[src/rtl/grid_line_sequencer.sv]
// Grid outline sequencer: walks CELLS+1 vertical then CELLS+1 horizontal lines,
// feeding shared coordinates to the line drawers and gating their enables.

module grid_line_sequencer_checker (
    input logic clk,
    input logic resetn,
    input logic vEnable,
    input logic hEnable,
    input logic drawClearN,
    input logic plot,
    input logic done,
    input logic busy
);

    enables_exclusive_a: assert property (@(posedge clk) disable iff (!resetn)
        !(vEnable && hEnable));

    enable_needs_run_a: assert property (@(posedge clk) disable iff (!resetn)
        (vEnable || hEnable) |-> drawClearN);

    plot_tracks_enable_a: assert property (@(posedge clk) disable iff (!resetn)
        plot == (vEnable || hEnable));

    done_is_busy_a: assert property (@(posedge clk) disable iff (!resetn)
        done |-> busy);

    done_single_a: assert property (@(posedge clk) disable iff (!resetn)
        done |=> !done);

endmodule

module grid_line_sequencer #(
    parameter int X0    = 1,
    parameter int Y0    = 1,
    parameter int CELL  = 7,
    parameter int CELLS = 4
) (
    input  logic       clk,
    input  logic       resetn,
    input  logic       start,
    output logic [4:0] lineX,
    output logic [4:0] lineY,
    output logic [4:0] lineDist,
    output logic       vEnable,
    output logic       hEnable,
    output logic       drawClearN,
    output logic       plot,
    output logic       busy,
    output logic       done
);

    localparam int DIST_INT     = CELLS * CELL + 1;
    localparam int PIX_LAST_INT = 2 * (DIST_INT + 1) - 1;

    localparam logic [4:0] X0_C     = 5'(X0);
    localparam logic [4:0] Y0_C     = 5'(Y0);
    localparam logic [4:0] CELL_C   = 5'(CELL);
    localparam logic [4:0] K_LAST_C = 5'(CELLS);
    localparam logic [4:0] DIST_C   = 5'(DIST_INT);
    localparam logic [6:0] P_LAST_C = 7'(PIX_LAST_INT);

    localparam logic DIR_V = 1'b0;
    localparam logic DIR_H = 1'b1;

    typedef enum logic [1:0] {
        ST_IDLE  = 2'd0,
        ST_CLEAR = 2'd1,
        ST_DRAW  = 2'd2,
        ST_DONE  = 2'd3
    } state_t;

    state_t     state_r, state_s;
    logic [4:0] k_r, k_s;
    logic [6:0] p_r, p_s;
    logic       dir_r, dir_s;
    logic       load_s;

    logic [4:0] offset_s;
    logic [4:0] line_x_s, line_y_s;
    logic [4:0] line_x_r, line_y_r, line_dist_r;

    logic draw_s, v_en_s, h_en_s;
    logic v_en_r, h_en_r, clear_n_r, plot_r, busy_r, done_r;

    // Next-state, line index, pixel counter and direction sequencing
    always_comb begin
        state_s = state_r;
        k_s     = k_r;
        p_s     = p_r;
        dir_s   = dir_r;
        load_s  = 1'b0;
        case (state_r)
            ST_IDLE: begin
                if (start) begin
                    state_s = ST_CLEAR;
                    k_s     = 5'd0;
                    dir_s   = DIR_V;
                    load_s  = 1'b1;
                end else begin
                    state_s = ST_IDLE;
                end
            end
            ST_CLEAR: begin
                state_s = ST_DRAW;
                p_s     = 7'd0;
            end
            ST_DRAW: begin
                if (p_r == P_LAST_C) begin
                    p_s = 7'd0;
                    if (k_r < K_LAST_C) begin
                        k_s     = k_r + 5'd1;
                        state_s = ST_CLEAR;
                        load_s  = 1'b1;
                    end else if (dir_r == DIR_V) begin
                        k_s     = 5'd0;
                        dir_s   = DIR_H;
                        state_s = ST_CLEAR;
                        load_s  = 1'b1;
                    end else begin
                        state_s = ST_DONE;
                    end
                end else begin
                    p_s = p_r + 7'd1;
                end
            end
            ST_DONE: begin
                state_s = ST_IDLE;
            end
            default: begin
                state_s = ST_IDLE;
                k_s     = 5'd0;
                p_s     = 7'd0;
                dir_s   = DIR_V;
            end
        endcase
    end

    // Start coordinates of the line about to be cleared
    always_comb begin
        offset_s = k_s * CELL_C;
        if (dir_s == DIR_V) begin
            line_x_s = X0_C + offset_s;
            line_y_s = Y0_C;
        end else begin
            line_x_s = X0_C;
            line_y_s = Y0_C + offset_s;
        end
    end

    // Output decode from the upcoming state so every output leaves a flop
    always_comb begin
        draw_s = (state_s == ST_DRAW);
        if (dir_s == DIR_V) begin
            v_en_s = draw_s;
            h_en_s = 1'b0;
        end else begin
            v_en_s = 1'b0;
            h_en_s = draw_s;
        end
    end

    // Sequencer state registers
    always_ff @(posedge clk or negedge resetn) begin
        if (!resetn) begin
            state_r <= ST_IDLE;
            k_r     <= 5'd0;
            p_r     <= 7'd0;
            dir_r   <= DIR_V;
        end else begin
            state_r <= state_s;
            k_r     <= k_s;
            p_r     <= p_s;
            dir_r   <= dir_s;
        end
    end

    // Line coordinate registers, updated only when a CLEAR is entered
    always_ff @(posedge clk or negedge resetn) begin
        if (!resetn) begin
            line_x_r    <= 5'd0;
            line_y_r    <= 5'd0;
            line_dist_r <= 5'd0;
        end else if (load_s) begin
            line_x_r    <= line_x_s;
            line_y_r    <= line_y_s;
            line_dist_r <= DIST_C;
        end else begin
            line_x_r    <= line_x_r;
            line_y_r    <= line_y_r;
            line_dist_r <= line_dist_r;
        end
    end

    // Drawer control and handshake output registers
    always_ff @(posedge clk or negedge resetn) begin
        if (!resetn) begin
            v_en_r    <= 1'b0;
            h_en_r    <= 1'b0;
            clear_n_r <= 1'b0;
            plot_r    <= 1'b0;
            busy_r    <= 1'b0;
            done_r    <= 1'b0;
        end else begin
            v_en_r    <= v_en_s;
            h_en_r    <= h_en_s;
            clear_n_r <= draw_s;
            plot_r    <= draw_s;
            busy_r    <= (state_s != ST_IDLE);
            done_r    <= (state_s == ST_DONE);
        end
    end

    assign lineX      = line_x_r;
    assign lineY      = line_y_r;
    assign lineDist   = line_dist_r;
    assign vEnable    = v_en_r;
    assign hEnable    = h_en_r;
    assign drawClearN = clear_n_r;
    assign plot       = plot_r;
    assign busy       = busy_r;
    assign done       = done_r;

    grid_line_sequencer_checker u_checker (
        .clk        (clk),
        .resetn     (resetn),
        .vEnable    (vEnable),
        .hEnable    (hEnable),
        .drawClearN (drawClearN),
        .plot       (plot),
        .done       (done),
        .busy       (busy)
    );

endmodule

[config.mk]
export PLATFORM = sky130hd
export DESIGN_NAME = grid_line_sequencer
export DESIGN_NICKNAME = d
export VERILOG_FILES = /design/src/rtl/grid_line_sequencer.sv
export SDC_FILE = /design/constraint.sdc
export NUM_CORES = 1
export LEC_CHECK = 0
export BUFFER_PORTS_ARGS = -buffer_cell sky130_fd_sc_hd__buf_2
export CAP_MARGIN = 10
export CORE_UTILIZATION = 30
export CTS_BUF_LIST = sky130_fd_sc_hd__clkbuf_8 sky130_fd_sc_hd__clkbuf_16
export DETAILED_ROUTE_END_ITERATION = 12
export PLACE_DENSITY_LB_ADDON = 0.2
export SLEW_MARGIN = 20
export SYNTH_ARGS = -nofsm -noshare
export SYNTH_HDL_FRONTEND = slang
export SYNTH_HIERARCHICAL = 1
export SYNTH_SLANG_ARGS = --single-unit
[constraint.sdc]
create_clock -name clk -period 5.27 [get_ports clk]
set_input_delay 0.527 -clock clk [delete_from_list [all_inputs] [get_ports clk]]
set_output_delay 0.527 -clock clk [all_outputs]
set_load 0.03 [all_outputs]
==> run_results.csv, run 1 <==
group,metric,value,unit
status,outcome,"completed",
sta,clock_skew,4.76,ps
worst_setup_path,slowest_stage,"fa_1",
power,p_sw_share,30.8,%
power,peakVddDrop,0.000115,V
yosys,synthMuxAreaShare,1.31,%
global_route,overflow,0,
route,drc,0,
yosys,ys_ff_latch,31,
worst_setup_path,cp_max_fo,11,
placed_design,dp_slack,1100,ps
worst_setup_path,endpoint_kind,"register",
placed_design,dp_hpwl,2.40,mm
cells_and_area,syn_to_final_growth,16.3,%
power,p_leak,0.927,nW
worst_setup_path,cp_top_family,"adder cells",
worst_setup_path,startpoint_type,"register",
clock_tree,tritoncts,"built",
worst_setup_path,worstPathRequired,5440,ps
placed_design,port_buffers,22,
clock_tree,htreeDepth,2,
global_route,met3_usage,4.37,%
clock_tree,path_clk_slew,60,ps
sta,max_slew_margin,42.1,%
yosys,synthTopCellsByArea,"dfrtp_1 48%, ha_1 6.9%, a22o_1 3.8%",
power,clkPwrFrac,36.0,%
route,wire_per_inst,13.0,um
route,vias,1161,
yosys,synth_compound_area_share,15.4,%
global_route,met2_usage,18.9,%
route,drt_iter0_drc,88,
floorplanning,die_area,5730,sq um
sta,min_period_over_period,79.6,%
clock_tree,clkLatencyLatePin,280,ps
route,viasPerCell,4.68,
global_route,met1_usage,16.4,%
clock_tree,cts_buffers,5,
cells_and_area,nNetsFinal,191,
cells_and_area,layout-drive-gt1-share,19.1,%
sta,fmax,238,MHz
route,routed_wl,3.22,mm
worst_setup_path,critical_path.cell_chain,"inv_1 > ha_1 > mux2_2 > nor4b_2 > nor2_1 > nor2_1 > inv_1 > fa_1 > ha_1 > and3_4 > or3_1 > a211o_1 > a211o_1 > a32o_1",
route,dr.pass1.iters,4,
floorplanning,ios,24,
global_route,grt_busiest_layer,"met2",
global_route,grt_antenna_before_repair,0,
power,p_per_area,348,nW/um^2
floorplanning,coreArea,5170,sq um
yosys,synthAdderAreaFrac,9.37,%
sta,setup_violations,0,
power,seqPwrFrac,40.4,%
global_route,grt_pass1_vias,1124,
placed_design,gp_congestion,0.905,
worst_setup_path,worstPathArrival,4360,ps
yosys,synthCells,156,
clock_tree,root_buffer,"clkbuf_8",
job,cap_violations,0,
worst_hold_path,hold_path.class,"in2async",
sta,fin_crit,4190,ps
cells_and_area,n_antenna_cell,0,
yosys,yosysTopAreaCell,"dfrtp_1",
yosys,yosys.area_share.simple,17.5,%
yosys,synth_top_cell_area_share,47.6,%
global_route,grt_usage,12.9,%
worst_setup_path,cp-startpoint,"state_r[0]",
sta,hold_violations,0,
worst_setup_path,worstSetupPathType,"reg2reg",
clock_tree,clockBufferDepth,2,
cells_and_area,fin_area,1890,sq um
yosys,netlist_area,1630,sq um
floorplanning,dieWidth,75.7,um
power,power.share.combinational,23.6,%
yosys,synth.distinct_cells,42,
yosys,synth_enable_flop_cells,0,
sta,finalWorstSetupSlack,1080,ps
yosys,synth_top_family_by_area,"simple AND/OR/NAND/NOR gates",
global_route,grt_max_degree,32,
floorplanning,start_util,31.5,%
clock_tree,clock-sinks,31,
worst_setup_path,r2r-start,"state_r[0]",
sta,slew_violations,0,
route,ant_nets,0,
yosys,synth-xor-area-share,3.23,%
sta,worstMarginPinSlew,863,ps
yosys,async_flop_share,100,%
worst_setup_path,critPathMaxStageDelay,500,ps
yosys,syn-num-nets,170,
cells_and_area,fin_util,36.6,%
worst_setup_path,path_buf_inv,2,
yosys,yosys_warnings,6,
power,p_int,0.456,mW
sta,rsz0062_at_grt,"no",
cells_and_area,fillers,514,
floorplanning,die_y,75.7,um
yosys,seq_area_frac_synth,47.6,%
clock_tree,cts_hold_buf,0,
yosys,avgSynthCellArea,10.4,sq um
yosys,synth_commonest_cells,"31 x dfrtp_1, 15 x nand2_1, 12 x nor2_1, 10 x inv_1, 9 x ha_1",
power,switching_power,0.203,mW
global_route,grt_pass1_wl,5.30,mm
clock_tree,post_cts_resized,0,
clock_tree,cts_setup_buffers,0,
floorplanning,rows,26,
yosys,synth_flop_cell,"dfrtp_1",
placed_design,placed_area,1780,sq um
yosys,yosysMostFrequentCell,"dfrtp_1",
sta,tns,0,ps
worst_setup_path,rrSetupSlack,1080,ps
## kinds of logic (layout without fill, tap and decap cells)
kind of cell    after synthesis  count (layout)
xor+xnor                      6               6
fa+ha+maj                    11              11
simple gates                 54              54
other cells                   1               1
buf+inv                      18              40
mux                           2               2
flops                        31              31
compound gates               33              33
## sequential cells by signal, summed over array words and instances (netlist names), 2 cells and up
signal   cells
p_r          7
k_r          5
lineX        5
state_r      2
lineY        5
## through the flow
stage	cells	hold slack (ps)	power, mW
2_1_floorplan	156	231	0.389
3_3_place_gp	240	488	0.424
3_5_place_dp	240	485	0.426
4_1_cts	248	314	0.667
5_1_grt	248	336	0.706
6_report	248	287	0.659
## power groups by stage
stage / Clock (mW) / Sequential, mW / Combinational [mW]
after detailed placement: 0 / 0.271 / 0.155
final: 0.237 / 0.266 / 0.155
after global placement: 0 / 0.271 / 0.153
after CTS: 0.245 / 0.267 / 0.156
after floorplan: 0 / 0.288 / 0.101
after global routing: 0.258 / 0.270 / 0.177
## path summary, 6_finish.rpt
path,endpoint,depth (start not counted)
setup / recovery,lineX[4],14
hold / removal,p_r[0],1
setup reg to reg,lineX[4],14
hold reg to reg,lineY[3],1
max in group asynchronous,state_r[0],1
min in group clk,lineY[3],1
## routing by layer
metal	up-vias	wire length, um	share of wire, %
li1	586	-	-
met1	548	1540	48
met2	21	1500	47
met3	6	110	3.4
met4	0	65	2.0
met5	-	0	0
## layout by cell type (no fill, tap or decap), drive strengths merged, types with 3 or more instances in the layout
cell type   n
clkbuf      6
a22o        7
or3         3
and2        3
a21oi       6
buf        22
nand2      15
nor3        4
a32o        3
nand4       4
o21ai       3
inv        10
nor2       12
dfrtp      31
xor2        4
ha          9
nor2b       3
## area by class of cell
type                       instances  area [sq um]  area share [%]
multi-input combinational        107           766            40.4
timing repair buffer              22           110            5.81
inverter                          10          37.5            1.98
tap                               70          87.6            4.62
sequential                        31           776            41.0
clock inverter                     2          35.0            1.85
clock buffer                       6          82.6            4.36
Note: power is estimated with default switching activity, not from simulation.
==> run 2: changes to the inputs <==
==> constraint.sdc (replaced) <==
create_clock -name clk -period 3.7 [get_ports clk]
set_input_delay 0.37 -clock clk [delete_from_list [all_inputs] [get_ports clk]]
set_output_delay 0.37 -clock clk [all_outputs]
set_load 0.03 [all_outputs]
==> run 2 against run 1 <==
  * The run now ends with setup timing left
  * First-iteration DRC count is 22% lower
  * Sequential power is 42% higher
  * Worst setup slack worse by 1100 ps
  * Utilization is 11 points higher
  * Routed wire length is 31% higher
  * Register-to-register slack worse by 1100 ps
  * Sequential cell count stayed put
  * Critical endpoint unchanged
==> run_results.csv, run 2 (synthesis gave the netlist of run 1 again) <==
group,metric,value,unit
worst_setup_path,worstPathArrival,3890,ps
sta,slew_violations,0,
cells_and_area,most-common-layout-cells,"58 x buf_4, 31 x dfrtp_1, 22 x buf_2",
power,p_leak,1.25,nW
cells_and_area,fillers,464,
route,drc,0,
worst_setup_path,endpoint,"lineX[4]",
placed_design,dp.cells,277,
sta,fmax,269,MHz
worst_setup_path,startpoint_type,"register",
cells_and_area,nNetsFinal,251,
sta,rsz0062_at_grt,"yes",
floorplanning,coreArea,5170,sq um
placed_design,placed_area,2070,sq um
placed_design,dp_hpwl,2.93,mm
clock_tree,clock-sinks,31,
cells_and_area,multi_input_area,866,sq um
worst_setup_path,r2r-start,"p_r[0]",
worst_setup_path,worstPathRequired,3870,ps
sta,fin_crit,3710,ps
floorplanning,rows,26,
route,routed_wl,4.22,mm
clock_tree,tritoncts,"built",
worst_setup_path,r2r_cells,15,
job,cap_violations,0,
clock_tree,htreeDepth,2,
status,violations,"setup timing",
worst_setup_path,r2r_end,"lineX[4]",
floorplanning,start_util,31.5,%
route,vias,1452,
clock_tree,root_buffer,"clkbuf_8",
cells_and_area,largest_register,"p_r",
route,ant_nets,0,
worst_setup_path,cp_max_fo,4,
floorplanning,die_area,5730,sq um
status,outcome,"complete, but fails checks",
worst_setup_path,endpoint_kind,"register",
global_route,grt_antenna_before_repair,0,
clock_tree,path_clk_slew,60,ps
clock_tree,cts_buffers,5,
global_route,grt_pass1_wl,6.78,mm
power,peakVddDrop,0.000192,V
sta,hold_ws,128,ps
floorplanning,dieWidth,75.7,um
cells_and_area,regArea,776,sq um
floorplanning,ios,24,
clock_tree,clkLatencyLatePin,280,ps
clock_tree,clockBufferDepth,2,
cells_and_area,fin_area,2450,sq um
global_route,overflow,0,
worst_setup_path,rrSetupSlack,-10,ps
sta,worstMarginPinSlew,823,ps
sta,setup_violations,2,
cells_and_area,largest_register_ffs,7,
route,drt_iter0_drc,69,
sta,min_period_over_period,100,%
worst_setup_path,cp-startpoint,"p_r[0]",
sta,hold_violations,0,
global_route,grt_pass1_vias,1465,
floorplanning,die_y,75.7,um
route,viasPerCell,4.71,
placed_design,port_buffers,22,
placed_design,gp_congestion,0.766,
global_route,grt_usage,16.1,%
sta,finalWorstSetupSlack,-13.0,ps
worst_hold_path,hold_path.class,"in2async",
cells_and_area,syn_to_final_growth,50.5,%
route,dr.pass1.iters,4,
cells_and_area,layout-drive-gt1-share,48.3,%
sta,clock_skew,3.86,ps
route,wire_per_inst,13.7,um
cells_and_area,fin_util,47.4,%
global_route,grt_max_degree,32,
sta,max_slew_margin,44.8,%
cells_and_area,final_cells,308,
cells_and_area,n_antenna_cell,0,
power,p_per_area,429,nW/um^2
cells_and_area,final_common_cell,"buf_4",
worst_setup_path,worstSetupPathType,"reg2reg",
run 2: cell types whose count changed in the layout (fill, tap and decap cells not counted), sizes merged:
cell,previous run,this run
buf,22,82
run 2: repair_timing:
action	in CTS	in global routing
buffers inserted	19	4
setup endpoints to repair	2	4
hold buffers	0	0
gates resized for setup	17	9
pin swaps	18	2
run 2: through the flow:
step	setup slack (ps)	setup TNS [ps]	total power [mW]
after floorplan	8.44	0	0.559
after global placement	-120	-239	0.660
after detailed placement	-224	-436	0.667
after CTS	1.66	0	1.04
after global routing	-123	-288	1.12
final	-13.0	-25.1	1.05
run 2: layer usage:
layer  part of all wire, %  track usage, %
met1                    42            19.2
met2                    51            26.3
met3                   4.0            6.08
met4                   2.2            6.17
met5                     0               0
run 2: where the power goes:
group	switching (mW)	internal, mW	leakage [nW]	total (mW)
Combinational	0.186	0.145	0.771	0.331
Sequential	0.0120	0.366	0.413	0.378
Clock	0.125	0.218	0.0612	0.343
run 2: cell type report:
cell class                      instances  share of cell area, %
Clock buffer                            6                   3.37
Tap cell                               70                   3.57
Clock inverter                          2                   1.43
Timing Repair Buffer                   82                   23.2
Sequential cell                        31                   31.6
Inverter                               10                   1.53
Multi-Input combinational cell        107                   35.3
run 2: worst min-delay path by stage:
stage	startpoint	to	cells after the start
2_1_floorplan	resetn	busy	0
3_3_place_gp	resetn	p_r[1]	1
3_5_place_dp	resetn	state_r[1]	1
4_1_cts	resetn	p_r[3]	1
5_1_grt	resetn	vEnable	1
6_report	resetn	vEnable	1
run 2: critical path, stage by stage, from the launching register on:
cell	delay [ps]
dfrtp_1	360
ha_2	200
buf_6	100
and4_4	220
nand2_4	60
nor2_4	130
a32o_2	260
inv_2	60
fa_1	550
inv_2	50
ha_4	230
a21o_2	200
or3_4	370
a211o_1	270
a211o_1	290
a32o_1	250
